## src/rtl/exmem_bram_arbiter.sv

```systemverilog
// Shares one single-port user BRAM between the Wishbone slave path and the FIR
// engine: round-robin grant, fixed wait-state interval, one-cycle access, then ack.
module exmem_bram_arbiter #(
    parameter int unsigned DELAYS    = 10,
    parameter logic [31:0] ADDR_BASE = 32'h3800_0000,
    parameter int unsigned AW        = 10
) (
    input  logic          wb_clk_i,
    input  logic          wb_rst_i,
    input  logic          wbs_stb_i,
    input  logic          wbs_cyc_i,
    input  logic          wbs_we_i,
    input  logic [3:0]    wbs_sel_i,
    input  logic [31:0]   wbs_dat_i,
    input  logic [31:0]   wbs_adr_i,
    output logic          wbs_ack_o,
    output logic [31:0]   wbs_dat_o,
    input  logic          fir_req_i,
    input  logic          fir_we_i,
    input  logic [AW-1:0] fir_addr_i,
    input  logic [31:0]   fir_wdata_i,
    output logic          fir_gnt_o,
    output logic [31:0]   fir_rdata_o,
    output logic          bram_en_o,
    output logic [3:0]    bram_we_o,
    output logic [31:0]   bram_a_o,
    output logic [31:0]   bram_di_o,
    input  logic [31:0]   bram_do_i
);

    localparam logic [1:0] S_IDLE   = 2'd0;
    localparam logic [1:0] S_WAIT   = 2'd1;
    localparam logic [1:0] S_ACCESS = 2'd2;
    localparam logic [1:0] S_DONE   = 2'd3;

    localparam logic OWN_WB  = 1'b0;
    localparam logic OWN_FIR = 1'b1;

    localparam int unsigned   CW       = (DELAYS > 1) ? $clog2(DELAYS) : 1;
    localparam logic [CW-1:0] CNT_LAST = CW'(DELAYS - 1);

    // Window bounds carry a 33rd bit so a window ending at 4 GiB cannot wrap.
    localparam logic [32:0] WIN_LO = {1'b0, ADDR_BASE};
    localparam logic [32:0] WIN_HI = WIN_LO + (33'd4 << AW);

    logic [1:0]    state_q;
    logic          owner_q;
    logic          last_q;
    logic [CW-1:0] cnt_q;
    logic [AW-1:0] addr_q;
    logic          we_q;
    logic [3:0]    sel_q;
    logic [31:0]   wdata_q;

    logic [32:0]   adr_ext;
    logic          wb_req;
    logic [AW-1:0] wb_word;
    logic          grant_fir;

    assign adr_ext   = {1'b0, wbs_adr_i};
    assign wb_req    = wbs_stb_i & wbs_cyc_i & (adr_ext >= WIN_LO) & (adr_ext < WIN_HI);
    assign wb_word   = AW'((wbs_adr_i - ADDR_BASE) >> 2);

    // On a tie the requester that was not served last wins.
    assign grant_fir = fir_req_i & (~wb_req | (last_q == OWN_WB));

    // NOTE: sequential state uses non-blocking assignments only, so every
    // register samples pre-edge values regardless of statement order.
    always_ff @(posedge wb_clk_i) begin
        if (wb_rst_i) begin
            state_q <= S_IDLE;
            owner_q <= OWN_WB;
            last_q  <= OWN_FIR;
            cnt_q   <= '0;
            addr_q  <= '0;
            we_q    <= 1'b0;
            sel_q   <= 4'h0;
            wdata_q <= '0;
        end else begin
            case (state_q)
                S_IDLE: begin
                    if (wb_req | fir_req_i) begin
                        state_q <= S_WAIT;
                        cnt_q   <= '0;
                        owner_q <= grant_fir ? OWN_FIR : OWN_WB;
                        last_q  <= grant_fir ? OWN_FIR : OWN_WB;
                        if (grant_fir) begin
                            addr_q  <= fir_addr_i;
                            we_q    <= fir_we_i;
                            sel_q   <= 4'hF;
                            wdata_q <= fir_wdata_i;
                        end else begin
                            addr_q  <= wb_word;
                            we_q    <= wbs_we_i;
                            sel_q   <= wbs_sel_i;
                            wdata_q <= wbs_dat_i;
                        end
                    end
                end
                S_WAIT: begin
                    // A dropped Wishbone cycle wins over the final wait tick.
                    if (owner_q == OWN_WB && !wbs_cyc_i) begin
                        state_q <= S_IDLE;
                    end else if (cnt_q == CNT_LAST) begin
                        state_q <= S_ACCESS;
                    end else begin
                        cnt_q <= cnt_q + 1'b1;
                    end
                end
                S_ACCESS: state_q <= S_DONE;
                default:  state_q <= S_IDLE;
            endcase
        end
    end

    // NOTE: every output gets a default before the case so no path through
    // this block leaves a value held, which would otherwise infer a latch.
    always_comb begin
        bram_en_o   = 1'b0;
        bram_we_o   = 4'h0;
        bram_a_o    = '0;
        bram_di_o   = '0;
        wbs_ack_o   = 1'b0;
        wbs_dat_o   = '0;
        fir_gnt_o   = 1'b0;
        fir_rdata_o = '0;
        case (state_q)
            S_ACCESS: begin
                bram_en_o = 1'b1;
                bram_we_o = we_q ? sel_q : 4'h0;
                bram_a_o  = 32'(addr_q);
                bram_di_o = wdata_q;
            end
            S_DONE: begin
                if (owner_q == OWN_WB) begin
                    wbs_ack_o = 1'b1;
                    wbs_dat_o = we_q ? 32'h0 : bram_do_i;
                end else begin
                    fir_gnt_o   = 1'b1;
                    fir_rdata_o = we_q ? 32'h0 : bram_do_i;
                end
            end
            default: ;
        endcase
    end

endmodule

```

## config.mk

```make
export PLATFORM = sky130hd
export DESIGN_NAME = exmem_bram_arbiter
export DESIGN_NICKNAME = d
export VERILOG_FILES = /design/src/rtl/exmem_bram_arbiter.sv
export SDC_FILE = /design/constraint.sdc
export NUM_CORES = 1
export LEC_CHECK = 0
export ABC_AREA = 1
export CAP_MARGIN = 20
export CORE_AREA = 2 2 109 111
export CTS_BUF_LIST = sky130_fd_sc_hd__clkbuf_4 sky130_fd_sc_hd__clkbuf_8 sky130_fd_sc_hd__clkbuf_16
export DETAILED_ROUTE_END_ITERATION = 6
export DIE_AREA = 0 0 111 113
export PLACE_DENSITY = 0.8
export SKIP_CTS_REPAIR_TIMING = 1
export SYNTH_ARGS = -nofsm -noshare
export SYNTH_HDL_FRONTEND = slang
export SYNTH_SLANG_ARGS = --single-unit
```

## constraint.sdc

```tcl
create_clock -name wb_clk_i -period 2.4 [get_ports wb_clk_i]
set_clock_uncertainty 0.2 [all_clocks]
set_input_delay 0.72 -clock wb_clk_i [delete_from_list [all_inputs] [get_ports wb_clk_i]]
set_output_delay 0.72 -clock wb_clk_i [all_outputs]
set_load 0.05 [all_outputs]
```

==> flow_summary.ini, run 1 <==
[cts]
root_buffer = clkbuf_16
worstSkewPairLatency_ns = 0.28
numCtsBuffers = 5
cts_sinks = 55
clockBufferDepth = 2
clk_pin_slew_worst_paths_ns = 0.07
cts_tree = yes
h-tree-depth = 2

[layout]
drive_gt1_frac = 0.4255
n_antenna_cell = 0
syn_to_final_growth_pct = 141.7
nNetsFinal = 1091
fill_cells = 644
fin_area_um2 = 9407
layout.cells.non_filler = 1083

[critical_path]
reg2reg_from = state_q[0]$_SDFFE_PP0P_
cp-end-kind = output pin
critPathMaxFanout = 15
r2r_cells = 8
reg2reg_to = sel_q[1]$_SDFFE_PP0P_
worstPathRequired_ns = 1.48
critPathKind = reg -> out
arrival_ns = 1.58
r2r_slack_ns = 0.67
cp-start-kind = register

[floorplanning]
die_area_um2 = 12540
initial_utilization = 0.3453
die-height_um = 113
boundaryPins = 284
core_area_um2 = 11270
rows = 39
die_w_um = 111

[routing]
ant_nets = 0
totalWireLength_um = 18880
post-route-drc-count = 0
viasPerCell = 4.852
wl_per_cell_um = 17.43
drtIter0Drc = 165
drt_first_pass_iters = 4
vias = 5255

[logic_synthesis]
synthSimpleGateAreaFrac = 0.4069
synth_top_cell_by_area = dfxtp_1
synth_top_family_by_area = simple AND/OR/NAND/NOR gates
ys_seq_elements = 55
synthTopCellsByArea = dfxtp_1, nand2_1, nor2_1
postSynthCellCount = 663
synth_flop_cell = dfxtp_1
synthDistinctLibCells = 27
synth_top_area_frac = 0.2829
synth_enable_flop_cells = 0
synthAdderAreaFrac = 0.006429
netlist_area_um2 = 3892
synthTopCellsByCount = nand2_1, nor2_1, inv_1, nand3_1, dfxtp_1
synth_area_per_cell_um2 = 5.871
synth-xor-area-share = 0.004500
yosys_warnings = 0
ys_seq_area_frac = 0.2829
synth_compound_area_frac = 0.09290
synth_most_common_cell = nand2_1
async_flop_share = 0
synth_mux_area_frac = 0

[run_status]
status = complete, but fails checks
violations = negative setup slack

[grt]
overflow = 0
grtUsageTotal = 0.2316
grt_max_degree = 40
grt_antenna_before_repair = 0
grt_pass1_vias = 4822
grt_pass1_wl_um = 23680

[timing]
rsz0062_at_grt = yes
maxSlewViolCount = 0
hold_viol = 0
setup_ws_ns = -0.1046
fmax_mhz = 399.3
fin_crit_sh = 1.044
period_needed_ns = 2.505
relSlewSlack = 0.6518
fin_tns_setup_ns = -3.404
whs_ns = 0.3308
worst_pin_slew_ns = 0.5223
setup_violations = 86

[pwr]
max-vdd-ir-drop_mv = 0.3093
seq_power_share = 0.349
p_leak_uw = 0.004259
p_comb_frac = 0.406
p_sw_uw = 1045
p_per_area_nw_per_um2 = 313.4
total_power_uw = 2948
swShare = 0.3545
p_int_uw = 1903
power.share.clock = 0.245

[place]
numPortBuffers = 259
place_hpwl_um = 12470
gp_congestion = 0.8759
placed_cell_area_um2 = 8295
placed_cells = 1053

[flow_run]
drv_cap = 0

[hold_path]
hold_class = reg -> reg
hold_start = last_q$_SDFFE_PP1P_
hold_end = last_q$_SDFFE_PP1P_
holdPathStages = 2
==> per-layer routing <==
metal	part of all wire	vias up	wire length (um)	track usage
li1	-	2528	-	-
met1	0.37	2430	6975	0.2597
met2	0.53	255	10030	0.4421
met3	0.072	42	1368	0.05678
met4	0.027	0	509	0.05250
met5	0	-	0	0
==> power groups by stage <==
stage / registers, uW / clock network (uW) / logic (uW)
6_report: 1030 / 723 / 1200
5_1_grt: 1040 / 774 / 1280
4_1_cts: 1030 / 737 / 1070
3_5_place_dp: 1050 / 0 / 1060
3_3_place_gp: 1040 / 0 / 1040
2_1_floorplan: 1040 / 0 / 679
==> worst max-delay path, stage by stage, from the launching register on <==
cell and delay, ns:
dfxtp_2 0.33, buf_4 0.15, nor2_4 0.17, inv_8 0.12
buf_12 0.20, nor2_2 0.14, buf_12 0.15
==> metrics by stage <==
stage,utilization,setup WS [ns]
3_5_place_dp,0.7359,-0.2497
6_report,0.8345,-0.1046
3_3_place_gp,0.7359,-0.2137
5_1_grt,0.8345,-0.1439
4_1_cts,0.7487,-0.2461
2_1_floorplan,-,-0.1919
==> flip-flops by register name, summed over array words and instances (netlist names) <==
signal / cells
cnt_q: 4
addr_q: 10
owner_q: 1
wdata_q: 32
we_q: 1
state_q: 2
sel_q: 4
last_q: 1
==> logic make-up after synthesis <==
| kind of cell | Yosys count |
|---|---|
| flops | 55 |
| fa+ha+maj | 2 |
| xor+xnor | 2 |
| simple gates | 377 |
| buf+inv | 170 |
| compound gates | 56 |
| other cells | 1 |
==> placed cells by master (no fill, tap or decap), types with 36 or more instances in the layout <==
master / instances
nor2_4: 108
nand2_1: 106
clkdlybuf4s50_1: 104
inv_1: 100
buf_12: 96
nand3_1: 60
dfxtp_1: 52
dlymetal6s2s_1: 40
nand2_2: 37
buf_6: 36
==> worst max-delay path by stage <==
stage,from,endpoint,slack (ns),cells past startpoint
4_1_cts,state_q[1]$_SDFFE_PP0P_,wbs_dat_o[22],-0.25,6
6_report,state_q[0]$_SDFFE_PP0P_,bram_di_o[31],-0.10,6
3_5_place_dp,wbs_cyc_i,wdata_q[29]$_SDFFE_PP0P_,-0.25,13
2_1_floorplan,state_q[0]$_SDFFE_PP0P_,fir_rdata_o[0],-0.19,4
5_1_grt,state_q[0]$_SDFFE_PP0P_,bram_di_o[31],-0.14,6
3_3_place_gp,wbs_cyc_i,wdata_q[29]$_SDFFE_PP0P_,-0.21,13
==> area by class of cell <==
cell class	instances	area (um2)	share of cell area
inverters	105	424.2	0.04509
clock inverters	1	5.005	0.0005321
multi-input cells	459	3202	0.3404
well taps	143	178.9	0.01902
flip-flops and latches	55	1107	0.1177
repair inverters	1	8.758	0.0009311
clock buffers	6	138.9	0.01476
repair buffers	313	4342	0.4616
No activity file was read; power rests on OpenSTA's default activity.
==> run 2: changes to the inputs <==
--- a/config.mk
+++ b/config.mk
@@ -7,11 +7,12 @@
 export LEC_CHECK = 0
 export ABC_AREA = 1
 export CAP_MARGIN = 20
-export CORE_AREA = 2 2 109 111
+export CORE_ASPECT_RATIO = 0.6
+export CORE_UTILIZATION = 35
 export CTS_BUF_LIST = sky130_fd_sc_hd__clkbuf_4 sky130_fd_sc_hd__clkbuf_8 sky130_fd_sc_hd__clkbuf_16
 export DETAILED_ROUTE_END_ITERATION = 6
-export DIE_AREA = 0 0 111 113
-export PLACE_DENSITY = 0.8
+export HOLD_SLACK_MARGIN = 0.12
+export PLACE_DENSITY = 0.82
 export SKIP_CTS_REPAIR_TIMING = 1
 export SYNTH_ARGS = -nofsm -noshare
 export SYNTH_HDL_FRONTEND = slang
==> run 2 against run 1 <==
Against the previous run:
- the run ends with design-rule violations, negative setup slack left
- final cell count grew 0.74%
- setup slack lost 0.097 ns
- combinational power grew 7%
- critical path depth grew 6
- sequential share of layout area shrank 0.34 points
- sequential power is essentially flat
- clock-buffer cell count grew 1
- maximum frequency shrank 3.7%
- clock power grew 10%
- register-to-register slack lost 0.36 ns
- critical path type is now in -> reg
==> flow_summary.ini, run 2 (synthesized netlist as in run 1, its figures left out) <==
[run_status]
status = complete, but fails checks
violations = design-rule violations, negative setup slack

[place]
gp_congestion = 0.7867
numPortBuffers = 259
pre_cts_slack_ns = -0.2829
place_hpwl_um = 12050
placed_cells = 1047

[grt]
overflow = 0
grt_pass1_wl_um = 24030
grtUsageTotal = 0.2597
grt_pass1_vias = 4598
grt_antenna_before_repair = 0
grt_max_degree = 45

[floorplanning]
die_area_um2 = 11560
die_w_um = 138.1
boundaryPins = 284
die-height_um = 83.69
initial_utilization = 0.3636
core_area_um2 = 10700
rows = 29

[timing]
fmax_mhz = 384.4
setup_ws_ns = -0.2018
rsz0062_at_grt = yes
period_needed_ns = 2.602
worst_pin_slew_ns = 0.5579
relSlewSlack = 0.6267
maxSlewViolCount = 0
setup_violations = 160
fin_crit_sh = 1.084
hold_viol = 0

[layout]
layout.cells.non_filler = 1091
nNetsFinal = 1102
final_common_cell = nor2_4
n_antenna_cell = 0
final_cell_mix = nor2_4, nand2_1, inv_1, buf_12, clkdlybuf4s50_1
fill_cells = 446
reg_top3 = wdata_q (32), addr_q (10)
syn_to_final_growth_pct = 148.0
largest_register = wdata_q
post-route-util = 0.9017
largest_reg_flops = 32
drive_gt1_frac = 0.4118

[hold_path]
hold_class = reg -> reg
hold_start = cnt_q[2]$_SDFFE_PP0P_

[cts]
clk_pin_slew_worst_paths_ns = 0.08
worstSkewPairLatency_ns = 0.30
numCtsBuffers = 5
cts_sinks = 55
root_buffer = clkbuf_16
cts_tree = yes
h-tree-depth = 2
clockBufferDepth = 2

[critical_path]
critPathSlowestCell = clkdlybuf4s50_1
cp-start-kind = input pin
cp-end-kind = register
reg2reg_from = state_q[0]$_SDFFE_PP0P_
crit_start = wbs_adr_i[25]
cp_num_buf_inv = 5
critPathKind = in -> reg
crit_family = buffers and inverters
worstPathRequired_ns = 2.40
arrival_ns = 2.61
crit_path_cell_trace = clkdlybuf4s50_1 > nor2_1 > nand2_1 > nor2_4 > buf_6 > nand4_4 > buf_12 > clkbuf_16 > nand3_1 > nand3_1 > nand2_1 > inv_1
cp_slowest_stage_delay_ns = 0.43
critPathMaxFanout = 22

[pwr]
power.share.clock = 0.256
p_int_uw = 1974
max-vdd-ir-drop_mv = 0.3235
p_sw_uw = 1138
p_comb_frac = 0.412
seq_power_share = 0.332
p_leak_uw = 0.004483
p_per_area_nw_per_um2 = 322.4
total_power_uw = 3112
swShare = 0.3656

[flow_run]
drv_cap = 0

[routing]
wl_per_cell_um = 20.15
vias = 5710
viasPerCell = 5.234
drt_first_pass_iters = 7
totalWireLength_um = 21980
post-route-drc-count = 30
ant_nets = 0
drtIter0Drc = 506
==> run 2: per-layer routing <==
layer | vias up | part of all wire | track usage
li1 | 2551 | - | -
met1 | 2661 | 0.37 | 0.3259
met2 | 406 | 0.49 | 0.4573
met3 | 92 | 0.092 | 0.06196
met4 | 0 | 0.046 | 0.04494
met5 | - | 0 | 0
==> run 2: worst min-delay path, stage by stage (launching register included) <==
cell and delay (ns):
dfxtp_1 0.37, nand3_1 0.10, a21oi_1 0.06
==> run 2: final timing paths <==
| path | endpoint | slack [ns] | depth (start not counted) |
|---|---|---|---|
| hold reg to reg | cnt_q[2]$_SDFFE_PP0P_ | 0.37 | 2 |
| setup / recovery | wdata_q[19]$_SDFFE_PP0P_ | -0.20 | 12 |
| setup reg to reg | wdata_q[19]$_SDFFE_PP0P_ | 0.31 | 9 |
| hold / removal | cnt_q[2]$_SDFFE_PP0P_ | 0.37 | 2 |
==> run 2: final cells by class <==
cell class	instances	area (um2)	share of cell area
well taps	139	173.9	0.01802
repair buffers	324	4664	0.4833
inverters	105	426.7	0.04421
flip-flops and latches	55	1104	0.1143
multi-input cells	459	3117	0.3229
clock inverters	1	7.507	0.0007778
clock buffers	7	152.6	0.01582
repair inverters	1	6.256	0.0006482
==> run 2: power groups by stage <==
stage               registers (uW)  clock network [uW]  logic (uW)
global route                  1040                 838        1350
floorplan                     1040                   0         679
global placement              1040                   0        1040
CTS                           1020                 777        1060
detailed placement            1050                   0        1060
finish                        1030                 796        1280
==> run 2: stage by stage <==
| step | hold slack [ns] | TNS (ns) | instance area (um2) |
|---|---|---|---|
| floorplan | 0.2803 | -6.978 | 4808 |
| global placement | 0.2976 | -18.39 | 8275 |
| detailed placement | 0.3050 | -20.90 | 8275 |
| CTS | 0.3249 | -10.43 | 8436 |
| global route | 0.3945 | -17.04 | 9652 |
| finish | 0.3728 | -9.055 | 9652 |
==> run 3: changes to the inputs <==
--- a/config.mk
+++ b/config.mk
@@ -7,12 +7,12 @@
 export LEC_CHECK = 0
 export ABC_AREA = 1
 export CAP_MARGIN = 20
-export CORE_ASPECT_RATIO = 0.6
-export CORE_UTILIZATION = 35
+export CORE_AREA = 2 2 109 111
 export CTS_BUF_LIST = sky130_fd_sc_hd__clkbuf_4 sky130_fd_sc_hd__clkbuf_8 sky130_fd_sc_hd__clkbuf_16
 export DETAILED_ROUTE_END_ITERATION = 6
+export DIE_AREA = 0 0 111 113
+export DONT_BUFFER_PORTS = 1
 export HOLD_SLACK_MARGIN = 0.12
-export PLACE_DENSITY = 0.82
 export SKIP_CTS_REPAIR_TIMING = 1
 export SYNTH_ARGS = -nofsm -noshare
 export SYNTH_HDL_FRONTEND = slang
==> constraint.sdc (replaced) <==
create_clock -name wb_clk_i -period 3.1 [get_ports wb_clk_i]
set_clock_uncertainty 0.2 [all_clocks]
set_input_delay 0.93 -clock wb_clk_i [delete_from_list [all_inputs] [get_ports wb_clk_i]]
set_output_delay 0.93 -clock wb_clk_i [all_outputs]
set_load 0.05 [all_outputs]
==> run 3 against run 2 <==
Against the previous run:
- power down 39%
- largest cell class is now multi-input gates
- worst hold slack lost 0.056 ns
- global-route usage fell by 7.6 points
- final cell count down 18%
- the run now ends clean
- via count fell by 25%
- critical path depth is 7 lower
==> flow_summary.ini, run 3 (synthesized netlist as in run 1, its figures left out) <==
[timing]
fmax_mhz = 325.5
fin_crit_sh = 0.9911
whs_ns = 0.3173
setup_ws_ns = 0.02759
maxSlewViolCount = 0
relSlewSlack = 0.3918
rsz0062_at_grt = yes
setup_violations = 0
hold_viol = 0
worst_pin_slew_ns = 0.9113
period_needed_ns = 3.072

[routing]
totalWireLength_um = 12410
vias = 4259
wl_per_cell_um = 13.94
viasPerCell = 4.785
ant_nets = 0
drt_first_pass_iters = 4
drtIter0Drc = 198
post-route-drc-count = 0

[layout]
fill_cells = 1184
final_common_cell = nand2_1
nNetsFinal = 897
largest_reg_flops = 32
drive_gt1_frac = 0.2239
syn_to_final_growth_pct = 24.72
layout.cells.non_filler = 890
reg_top3 = wdata_q (32), addr_q (10)
largest_register = wdata_q
final_cell_mix = nand2_1, nor2_1, buf_4

[pwr]
max-vdd-ir-drop_mv = 0.1896
power.share.clock = 0.334
p_comb_frac = 0.245
p_leak_uw = 0.002614
total_power_uw = 1883
p_per_area_nw_per_um2 = 387.9
seq_power_share = 0.422
p_int_uw = 1288
p_sw_uw = 594.7
swShare = 0.3158

[hold_path]
hold_start = cnt_q[1]$_SDFFE_PP0P_
hold_class = reg -> reg

[cts]
numCtsBuffers = 5
worstSkewPairLatency_ns = 0.29
clk_pin_slew_worst_paths_ns = 0.07
cts_sinks = 55
cts_tree = yes
h-tree-depth = 2
root_buffer = clkbuf_16
clockBufferDepth = 2

[floorplanning]
boundaryPins = 284
rows = 39
core_area_um2 = 11270
die-height_um = 113
die_area_um2 = 12540
initial_utilization = 0.3453
die_w_um = 111

[place]
pre_cts_slack_ns = 0.3592
numPortBuffers = 0
placed_cells = 880
place_hpwl_um = 9459
gp_congestion = 0.9637

[critical_path]
arrival_ns = 1.94
cp-end-kind = output pin
cp_num_buf_inv = 2
crit_path_cell_trace = nand2_1 > nor2_2 > clkinvlp_4 > nor2_1 > buf_4
cp-start-kind = register
critPathKind = reg -> out
cp_slowest_stage_delay_ns = 0.40
worstPathRequired_ns = 1.97
crit_family = simple AND/OR/NAND/NOR gates
reg2reg_from = state_q[0]$_SDFFE_PP0P_
critPathMaxFanout = 16
critPathSlowestCell = dfxtp_1
crit_start = state_q[0]$_SDFFE_PP0P_

[grt]
grt_max_degree = 58
grt_pass1_vias = 3912
grtUsageTotal = 0.1834
grt_pass1_wl_um = 18790
grt_antenna_before_repair = 1
overflow = 0

[flow_run]
drv_cap = 0

[run_status]
status = finished, final reports clean
-- run 3: cell types whose count changed in the layout (fill, tap and decap cells not counted), sizes merged, moves of 18 or more --
cell           previous run  this run
buf                     163       119
clkbuf                   24         6
clkdlybuf4s50            92         0
dlymetal6s2s             52         0
-- run 3: worst paths after layout --
check                           to  slack, ns  depth (start not counted)
max                 fir_rdata_o[3]       0.03                          5
min          cnt_q[1]$_SDFFE_PP0P_       0.32                          2
max reg2reg  cnt_q[2]$_SDFFE_PP0P_       1.19                          6
min reg2reg  cnt_q[1]$_SDFFE_PP0P_       0.32                          2
-- run 3: routing by layer --
layer,up-vias,GRT usage,part of all wire
met5,-,0,0
met4,0,0.06000,0.020
met1,1916,0.2011,0.38
li1,2133,-,-
met2,194,0.3513,0.53
met3,16,0.03910,0.069
-- run 3: cell type report --
type	count	area (um2)	share of cell area
clock inverters	1	30.03	0.006186
well taps	143	178.9	0.03686
repair buffers	119	905.9	0.1866
clock buffers	6	132.6	0.02732
multi-input cells	459	2098	0.4322
diodes	1	2.502	0.0005155
repair inverters	1	7.507	0.001546
inverters	105	397.9	0.08196
flip-flops and latches	55	1101	0.2268
-- run 3: metrics by stage --
stage / area [um2] / TNS [ns] / util
2_1_floorplan: 3979 / -1.680 / -
3_3_place_gp: 4671 / 0 / 0.4144
3_5_place_dp: 4671 / 0 / 0.4144
4_1_cts: 4833 / 0 / 0.4288
5_1_grt: 4855 / -0.4888 / 0.4307
6_report: 4855 / 0 / 0.4307
-- run 3: power by group through the flow --
stage | sequential (uW) | clock [uW] | combinational [uW]
after global placement | 808 | 0 | 451
after CTS | 795 | 650 | 463
after global routing | 801 | 678 | 517
after floorplan | 805 | 0 | 433
final | 794 | 628 | 461
after detailed placement | 811 | 0 | 461
-- run 3: worst register-to-register path: stages (launching register included) --
cell and delay, ns:
dfxtp_1 0.40, nor2_1 0.11, nand2_2 0.09, buf_4 0.57, nand2_1 0.23, nand2_1 0.13
a21oi_1 0.06
